### src/rtl/led_pkg.sv
// Shared encodings for the LED pattern generator: channel modes and lock FSM states.
package led_pkg;

  typedef enum logic [1:0] {
    MODE_OFF   = 2'd0,
    MODE_ON    = 2'd1,
    MODE_BLINK = 2'd2,
    MODE_PWM   = 2'd3
  } led_mode_e;

  typedef enum logic [1:0] {
    ST_UNLOCKED = 2'd0,
    ST_HOLD     = 2'd1,
    ST_RUN      = 2'd2
  } lock_state_e;

endpackage

### src/rtl/lock_qualifier.sv
// Synchronises the PLL lock flag and only reports run once it has stayed high for LOCK_HOLD
// clocks; any low sample drops straight back to UNLOCKED.
module lock_qualifier
  import led_pkg::*;
#(
  parameter int unsigned LOCK_HOLD = 1024
) (
  input  logic clk_i,
  input  logic rst_i,
  input  logic locked_i,
  output logic run_o
);

  localparam int unsigned HoldW = (LOCK_HOLD > 1) ? $clog2(LOCK_HOLD) : 1;
  localparam logic [HoldW-1:0] HoldMax = HoldW'(LOCK_HOLD - 1);

  logic             s1_q, s2_q;
  lock_state_e      state_q, state_d;
  logic [HoldW-1:0] hold_cnt_q, hold_cnt_d;

  always_comb begin
    state_d    = state_q;
    hold_cnt_d = hold_cnt_q;
    unique case (state_q)
      ST_UNLOCKED: begin
        hold_cnt_d = '0;
        if (s2_q) state_d = ST_HOLD;
      end
      ST_HOLD: begin
        if (!s2_q) begin
          state_d    = ST_UNLOCKED;
          hold_cnt_d = '0;
        end else if (hold_cnt_q == HoldMax) begin
          state_d    = ST_RUN;
          hold_cnt_d = '0;
        end else begin
          hold_cnt_d = hold_cnt_q + 1'b1;
        end
      end
      ST_RUN: begin
        if (!s2_q) state_d = ST_UNLOCKED;
      end
      default: begin
        state_d    = ST_UNLOCKED;
        hold_cnt_d = '0;
      end
    endcase
  end

  always_ff @(posedge clk_i or posedge rst_i) begin
    if (rst_i) begin
      s1_q       <= 1'b0;
      s2_q       <= 1'b0;
      state_q    <= ST_UNLOCKED;
      hold_cnt_q <= '0;
    end else begin
      s1_q       <= locked_i;
      s2_q       <= s1_q;
      state_q    <= state_d;
      hold_cnt_q <= hold_cnt_d;
    end
  end

  assign run_o = (state_q == ST_RUN);

endmodule

### src/rtl/led_lock_pattern_gen.sv
// Multi-channel LED pattern generator (OFF/ON/BLINK/PWM per channel), with every output gated
// by the qualified PLL lock.
module led_lock_pattern_gen
  import led_pkg::*;
#(
  parameter int unsigned CHANNELS  = 2,
  parameter int unsigned CNT_W     = 24,
  parameter int unsigned PWM_W     = 8,
  parameter int unsigned LOCK_HOLD = 1024,
  parameter int unsigned CH_W      = 4
) (
  input  logic                clk_i,
  input  logic                rst_i,
  input  logic                locked_i,
  input  logic                wr_en_i,
  input  logic [CH_W-1:0]     wr_ch_i,
  input  logic [1:0]          wr_mode_i,
  input  logic [PWM_W-1:0]    wr_duty_i,
  output logic                run_o,
  output logic [CHANNELS-1:0] led_o
);

  logic             run;
  logic [CNT_W-1:0] cnt_q, cnt_d;
  logic [PWM_W-1:0] pwm_cnt_q, pwm_cnt_d;

  lock_qualifier #(
    .LOCK_HOLD(LOCK_HOLD)
  ) u_lock (
    .clk_i   (clk_i),
    .rst_i   (rst_i),
    .locked_i(locked_i),
    .run_o   (run)
  );

  // Counters sit at zero outside RUN so every lock-up restarts the patterns from phase 0.
  always_comb begin
    cnt_d     = '0;
    pwm_cnt_d = '0;
    if (run) begin
      cnt_d     = cnt_q + 1'b1;
      pwm_cnt_d = pwm_cnt_q + 1'b1;
    end
  end

  always_ff @(posedge clk_i or posedge rst_i) begin
    if (rst_i) begin
      cnt_q     <= '0;
      pwm_cnt_q <= '0;
    end else begin
      cnt_q     <= cnt_d;
      pwm_cnt_q <= pwm_cnt_d;
    end
  end

  for (genvar i = 0; i < CHANNELS; i++) begin : g_ch
    led_mode_e        mode_q, mode_d;
    logic [PWM_W-1:0] duty_q, duty_d;
    logic             led_q, led_d;

    // Indices at or above CHANNELS never match any channel, so such writes drop silently.
    always_comb begin
      mode_d = mode_q;
      duty_d = duty_q;
      if (wr_en_i && (wr_ch_i == CH_W'(i))) begin
        mode_d = led_mode_e'(wr_mode_i);
        duty_d = wr_duty_i;
      end
    end

    always_comb begin
      led_d = 1'b0;
      if (run) begin
        unique case (mode_q)
          MODE_OFF:   led_d = 1'b0;
          MODE_ON:    led_d = 1'b1;
          MODE_BLINK: led_d = cnt_q[CNT_W-1];
          MODE_PWM:   led_d = (pwm_cnt_q < duty_q);
          default:    led_d = 1'b0;
        endcase
      end
    end

    always_ff @(posedge clk_i or posedge rst_i) begin
      if (rst_i) begin
        mode_q <= MODE_OFF;
        duty_q <= '0;
        led_q  <= 1'b0;
      end else begin
        mode_q <= mode_d;
        duty_q <= duty_d;
        led_q  <= led_d;
      end
    end

    assign led_o[i] = led_q;
  end

  assign run_o = run;

endmodule

### config.mk
export PLATFORM = sky130hd
export DESIGN_NAME = led_lock_pattern_gen
export DESIGN_NICKNAME = d
export VERILOG_FILES = /design/src/rtl/led_pkg.sv /design/src/rtl/lock_qualifier.sv /design/src/rtl/led_lock_pattern_gen.sv
export SDC_FILE = /design/constraint.sdc
export NUM_CORES = 1
export LEC_CHECK = 0
export ABC_AREA = 1
export ABC_CLOCK_PERIOD_IN_PS = 3700
export CAP_MARGIN = 20
export CORE_AREA = 4 4 83 85
export DETAILED_ROUTE_END_ITERATION = 8
export DIE_AREA = 0 0 87 89
export PLACE_DENSITY = 0.78
export SLEW_MARGIN = 20
export SYNTH_ARGS = -nofsm -noshare
export SYNTH_HDL_FRONTEND = slang
export SYNTH_SLANG_ARGS = --single-unit
### constraint.sdc
create_clock -name clk_i -period 3.7 [get_ports clk_i]
set_clock_uncertainty 0.2 [all_clocks]
set_input_delay 0.925 -clock clk_i [delete_from_list [all_inputs] [get_ports clk_i]]
set_output_delay 0.925 -clock clk_i [all_outputs]
set_load 0.02 [all_outputs]
==> impl_metrics.env, run 1 <==
export IMPL_track_usage_pct=19.5
export IMPL_grt_overflow=0
export IMPL_diodes=0
export IMPL_cts_setup_buffers=0
export IMPL_leakage_nw=1.85
export IMPL_r2r_cells=5
export IMPL_grt_max_degree=69
export IMPL_worstMarginPinSlew_ns=0.697
export IMPL_io_buffers=20
export IMPL_period_needed_ns=2.66
export IMPL_placed_cells=540
export IMPL_dpl_hpwl_um=4940
export IMPL_fin_area_sq_um=4060
export IMPL_ys_flop_type="dfrtp_1"
export IMPL_dieHeight_um=89
export IMPL_synth_edf_count=0
export IMPL_synth_area_top_cells="dfrtp_1 (48%), nand2_1 (11%), nor2_1 (6.9%), inv_1 (6.0%), ha_1 (6.0%)"
export IMPL_dpl_cell_area_sq_um=3840
export IMPL_pin_count=21
export IMPL_grt_pass1_vias=2815
export IMPL_start_util_pct=57.6
export IMPL_synth_cell_types=31
export IMPL_drtPass1Iterations=4
export IMPL_fin_util_pct=65.5
export IMPL_path_class="flop to primary output"
export IMPL_fin_setup_tns_ns=0
export IMPL_synth_cells_most_frequent="nand2_1 (109), dfrtp_1 (68), nor2_1 (66), inv_1 (57), o21ai_0 (32)"
export IMPL_fmax_mhz=375
export IMPL_yosysTopAreaCell="dfrtp_1"
export IMPL_irDropWorstVdd_mv=0.264
export IMPL_finalSetupViolations=0
export IMPL_arrival_ns=1.54
export IMPL_hold_depth=0
export IMPL_yosysMostFrequentCell="nand2_1"
export IMPL_fill_cells=497
export IMPL_yosys_area_top_type_share_pct=47.6
export IMPL_yosys_warnings=0
export IMPL_numClockSinks=68
export IMPL_synth_cells=451
export IMPL_postCtsHoldBufs=0
export IMPL_clkLatencyLatePin_ns=0.34
export IMPL_critPathRequiredTime_ns=2.57
export IMPL_finalCritPeriodShare_pct=72.0
export IMPL_cts_resized_gates=0
export IMPL_outcome="complete, no violations"
export IMPL_antenna_left=0
export IMPL_wl_um=6760
export IMPL_syn_nets=486
export IMPL_synth_seq_cells=68
export IMPL_startpoint_type="flop"
export IMPL_hold_path_end="u_lock.s2_q"
export IMPL_gp_congestion=0.872
export IMPL_drive_above_1_share_pct=9.19
export IMPL_hold_path_class="flop to flop"
export IMPL_end_kind="primary output"
export IMPL_grt_pass1_wl_um=11800
export IMPL_areaGrowthSynthToFinish_pct=13.8
export IMPL_r2r_start="u_lock.state_q[0]"
export IMPL_slew_violations=0
export IMPL_rsz0062_at_grt="false"
export IMPL_rr_endpoint="g_ch[0].led_q"
export IMPL_dieArea_sq_um=7740
export IMPL_numCtsBuffers=9
export IMPL_synth_seq_area_share_pct=47.6
export IMPL_final_cell_count_no_fill=556
export IMPL_design_core_area_sq_um=6200
export IMPL_powerDensity_nw_per_um2=469
export IMPL_rows=29
export IMPL_hp_start="u_lock.s1_q"
export IMPL_cts_path_max_buffers=2
export IMPL_htree_levels=3
export IMPL_vias=2854
export IMPL_path_clk_slew_ns=0.07
export IMPL_antenna_found_initial=0
export IMPL_max_slew_margin_pct=53.5
export IMPL_fin_nets=509
export IMPL_avgViaCountPerCell=5.13
export IMPL_syn_avg_cell_area_sq_um=7.92
export IMPL_drv_cap=0
export IMPL_drt_iter0_markers=149
export IMPL_finalHoldViolations=0
export IMPL_cts_tree="built"
export IMPL_reg2reg_slack_ns=1.59
export IMPL_drc=0
export IMPL_async_reset_ff_share_pct=100
export IMPL_wl_per_cell_um=12.1
export IMPL_netlist_area_sq_um=3570
export IMPL_path_max_fanout=3
export IMPL_chipWidth_um=87
export IMPL_cts_root_buf="clkbuf_8"
## kinds of logic (layout without fill, tap and decap cells)
family / Yosys count / in the layout / share of synthesized area (%)
DFF: 68 / 68 / 47.6
adders and majority gates: 17 / 17 / 5.95
xor gates and xnor gates: 6 / 6 / 1.47
and+or+nand+nor: 225 / 225 / 27.4
buffers and inverters: 70 / 98 / 7.92
AOI/OAI and AO/OA: 65 / 65 / 9.63
## stage by stage
| stage | worst slack (ns) | hold slack [ns] | power [mW] |
|---|---|---|---|
| floorplan | 0.863 | 0.131 | 1.14 |
| global placement | 1.07 | 0.132 | 1.22 |
| detailed placement | 0.939 | 0.139 | 1.24 |
| CTS | 1.00 | 0.157 | 1.92 |
| global route | 0.992 | 0.161 | 2.02 |
| finish | 1.04 | 0.154 | 1.91 |
## placed cells by master (no fill, tap or decap), drive strengths merged
cell	count
inv	60
a22o	1
nor3	8
nand3	19
o22ai	1
ha	17
or2	2
o21ai	33
o21a	3
bufinv	2
buf	2
a31oi	1
xnor2	2
nor2	74
xor2	4
dfrtp	68
nand4	1
and3	1
clkdlybuf4s50	20
o21bai	2
clkinvlp	3
nand3b	2
nand2	118
a21oi	24
clkinv	1
clkbuf	10
## critical path, stage by stage, from the launching register on
cell,delay (ns)
dfrtp_1,0.42
nor2_4,0.15
clkdlybuf4s50_1,0.63
## routing by layer
| layer | GRT usage (%) | vias up | wire length, um |
|---|---|---|---|
| met2 | 33.9 | 53 | 3400 |
| met1 | 22.6 | 1326 | 2990 |
| li1 | - | 1465 | - |
| met4 | 11.8 | 0 | 129 |
| met5 | 0 | - | 0 |
| met3 | 3.23 | 10 | 232 |
## power by group
group	internal (mW)	total, mW	switching, mW	leakage (nW)
Sequential	0.818	0.877	0.0591	0.916
Clock	0.396	0.680	0.284	0.105
Combinational	0.128	0.348	0.220	0.832
Total	1.34	1.91	0.563	1.85
## cell type report
| type | instances | area, sq um | area share [%] |
|---|---|---|---|
| clock buffer | 10 | 138 | 3.39 |
| clock inverter | 6 | 87.6 | 2.16 |
| tap | 77 | 96.3 | 2.37 |
| timing repair buffer | 22 | 228 | 5.60 |
| inverter | 60 | 225 | 5.54 |
| multi-input combinational | 313 | 1590 | 39.1 |
| sequential | 68 | 1700 | 41.9 |
## registers in the layout (all words and copies together) (netlist names)
register and count:
u_lock.s1_q 1, u_lock.state_q 2, pwm_cnt_q 8, u_lock.hold_cnt_q 10, g_ch.led_q 2, u_lock.s2_q 1
cnt_q 24, g_ch.mode_q 4, g_ch.duty_q 16
## how the worst max path moves through the flow
stage / start / end / slack (ns) / cells past startpoint
after detailed placement: wr_ch_i[3] / g_ch[0].duty_q[2] / 0.94 / 4
after global placement: wr_ch_i[1] / g_ch[0].duty_q[6] / 1.07 / 4
after floorplan: rst_i / cnt_q[0] / 0.86 / 1
after CTS: u_lock.state_q[0] / run_o / 1.0 / 2
final: u_lock.state_q[0] / run_o / 1.04 / 2
after global routing: u_lock.state_q[0] / run_o / 0.99 / 2
No activity file was read; power rests on OpenSTA's default activity.
==> inputs of run 2 (changes only) <==
Settings changed: ABC_CLOCK_PERIOD_IN_PS 3700 to 2200, CORE_AREA 4 4 83 85 to 4 4 87 89, DIE_AREA 0 0 87 89 to 0 0 91 93, PLACE_DENSITY 0.78 to 0.74.
Clock period 3.7 ns to 2.2 ns, I/O delays scaled along.
==> run 2 against run 1 <==
Net effect: design area shrank 0.83%; wire length decreased by 1.7%; worst hold slack gained 0.020 ns; count of clock-buffer cells in the layout is 4 higher; register-to-register slack got worse by 1.2 ns; die area grew 9.3%; via count is 0.84% lower; total power rose by 55%; largest cell class unchanged.
==> impl_metrics.env, run 2 (same netlist as run 1, synthesis figures left out) <==
export IMPL_outcome="complete, no violations"
export IMPL_pin_count=21
export IMPL_leakage_nw=1.85
export IMPL_largest_reg_flops=24
export IMPL_placed_cells=546
export IMPL_antenna_left=0
export IMPL_path_class="flop to primary output"
export IMPL_rows=30
export IMPL_dieArea_sq_um=8460
export IMPL_path_buf_inv=1
export IMPL_fin_setup_tns_ns=0
export IMPL_setup_slack_ns=0.157
export IMPL_grt_pass1_vias=2635
export IMPL_htree_levels=3
export IMPL_dpl_hpwl_um=4820
export IMPL_worstMarginPinSlew_ns=0.372
export IMPL_finalHoldViolations=0
export IMPL_cts_tree="built"
export IMPL_startpoint_type="flop"
export IMPL_slowest_delay_ns=0.60
export IMPL_fin_nets=512
export IMPL_finalCritPeriodShare_pct=92.8
export IMPL_grt_max_degree=69
export IMPL_slew_violations=0
export IMPL_drc=0
export IMPL_dieHeight_um=93
export IMPL_rsz0062_at_grt="false"
export IMPL_path_max_fanout=1
export IMPL_finalSetupViolations=0
export IMPL_hp_start="u_lock.s1_q"
export IMPL_wl_um=6640
export IMPL_drtPass1Iterations=4
export IMPL_clkLatencyLatePin_ns=0.34
export IMPL_fmax_mhz=490
export IMPL_cts_path_max_buffers=2
export IMPL_gp_congestion=0.779
export IMPL_numClockSinks=68
export IMPL_reg2reg_slack_ns=0.37
export IMPL_grt_pass1_wl_um=11300
export IMPL_crit_family="buffers and inverters"
export IMPL_drv_cap=0
export IMPL_hold_path_end="u_lock.s2_q"
export IMPL_powerDensity_nw_per_um2=733
export IMPL_grt_overflow=0
export IMPL_vias=2830
export IMPL_cp_cell_sequence="clkdlybuf4s50_1"
export IMPL_critPathRequiredTime_ns=1.45
export IMPL_drt_iter0_markers=144
export IMPL_diodes=0
export IMPL_end_kind="primary output"
export IMPL_arrival_ns=1.29
export IMPL_design_core_area_sq_um=6760
export IMPL_total_power_mw=2.96
export IMPL_r2r_start="u_lock.state_q[0]"
export IMPL_reg_largest_list="cnt_q (24), g_ch.duty_q (16), u_lock.hold_cnt_q (10)"
export IMPL_slowest_stage="clkdlybuf4s50_1"
export IMPL_start_util_pct=52.9
export IMPL_io_buffers=20
export IMPL_avgViaCountPerCell=5.04
export IMPL_areaGrowthSynthToFinish_pct=12.8
export IMPL_hold_depth=0
export IMPL_rr_endpoint="cnt_q[4]"
export IMPL_final_cell_count_no_fill=562
export IMPL_period_needed_ns=2.04
export IMPL_max_slew_margin_pct=75.0
export IMPL_regMostFlops="cnt_q"
export IMPL_cts_root_buf="clkbuf_8"
export IMPL_chipWidth_um=91
export IMPL_layout_cells_most_common="nand2_1"
export IMPL_path_clk_slew_ns=0.07
export IMPL_pre_cts_ws_ns=0.167
export IMPL_antenna_found_initial=0
export IMPL_wl_per_cell_um=11.8
export IMPL_postCtsHoldBufs=0
export IMPL_hold_path_class="flop to flop"
export IMPL_track_usage_pct=16.7
export IMPL_final_cell_mix="nand2_1 (109), dfrtp_1 (68), nor2_1 (66)"
export IMPL_r2r_cells=6
export IMPL_numCtsBuffers=9
export IMPL_irDropWorstVdd_mv=0.522
export IMPL_drive_above_1_share_pct=8.92
## run 2: cell types whose count changed in the layout (fill, tap and decap cells not counted), moves of 2 or more
cell        before  now
clkinvlp_4       3    1
bufinv_16        2    0
buf_4            1    4
clkbuf_1         0    4
## run 2: area by class of cell
type	count	area, sq um
Sequential cell	68	1700
Inverter	60	229
Clock buffer	14	153
Timing Repair Buffer	25	249
Fill cell	597	2730
Multi-Input combinational cell	313	1590
Tap cell	80	100
Clock inverter	2	10.0
## run 2: stage by stage
stage	cell area [sq um]	utilization [%]	hold slack, ns
detailed placement	3870	57.3	0.162
finish	4030	59.6	0.175
CTS	4030	59.6	0.175
floorplan	3580	-	0.131
global route	4030	59.6	0.177
global placement	3870	57.3	0.153
## run 2: metal layers
metal  share of wire [%]  up-vias  global-route usage, %
met5                   0        -                      0
met4                 1.8        0                   8.79
met3                 3.0       10                   2.90
met2                  49       34                   29.4
met1                  47     1320                   19.6
li1                    -     1466                      -
## run 2: worst max-delay path by stage
stage | slack [ns] | depth (start not counted) | to | startpoint
floorplan | 0.68 | 5 | g_ch[1].duty_q[0] | wr_ch_i[1]
global placement | 0.28 | 6 | g_ch[1].duty_q[7] | wr_ch_i[1]
detailed placement | 0.17 | 6 | g_ch[1].duty_q[7] | wr_ch_i[1]
CTS | 0.13 | 1 | led_o[0] | g_ch[0].led_q
global route | 0.13 | 1 | led_o[1] | g_ch[1].led_q
finish | 0.16 | 1 | led_o[0] | g_ch[0].led_q
## run 2: repair_timing
action | 4_1_cts | 5_1_grt
buffers inserted | 0 | 0
resized for setup | 1 | 0
endpoints found under the setup margin | 1 | 0
## run 2: report_power, final
group	total, mW	switching (mW)	internal (mW)
Clock	0.894	0.456	0.439
Sequential	1.47	0.0986	1.38
Combinational	0.587	0.367	0.220
## run 2: worst reg2reg max path, stage by stage, from the launching register on
cell	delay (ns)
dfrtp_1	0.42
nor2_4	0.14
buf_4	0.27
inv_1	0.21
buf_4	0.25
a21oi_1	0.15
o21a_1	0.14
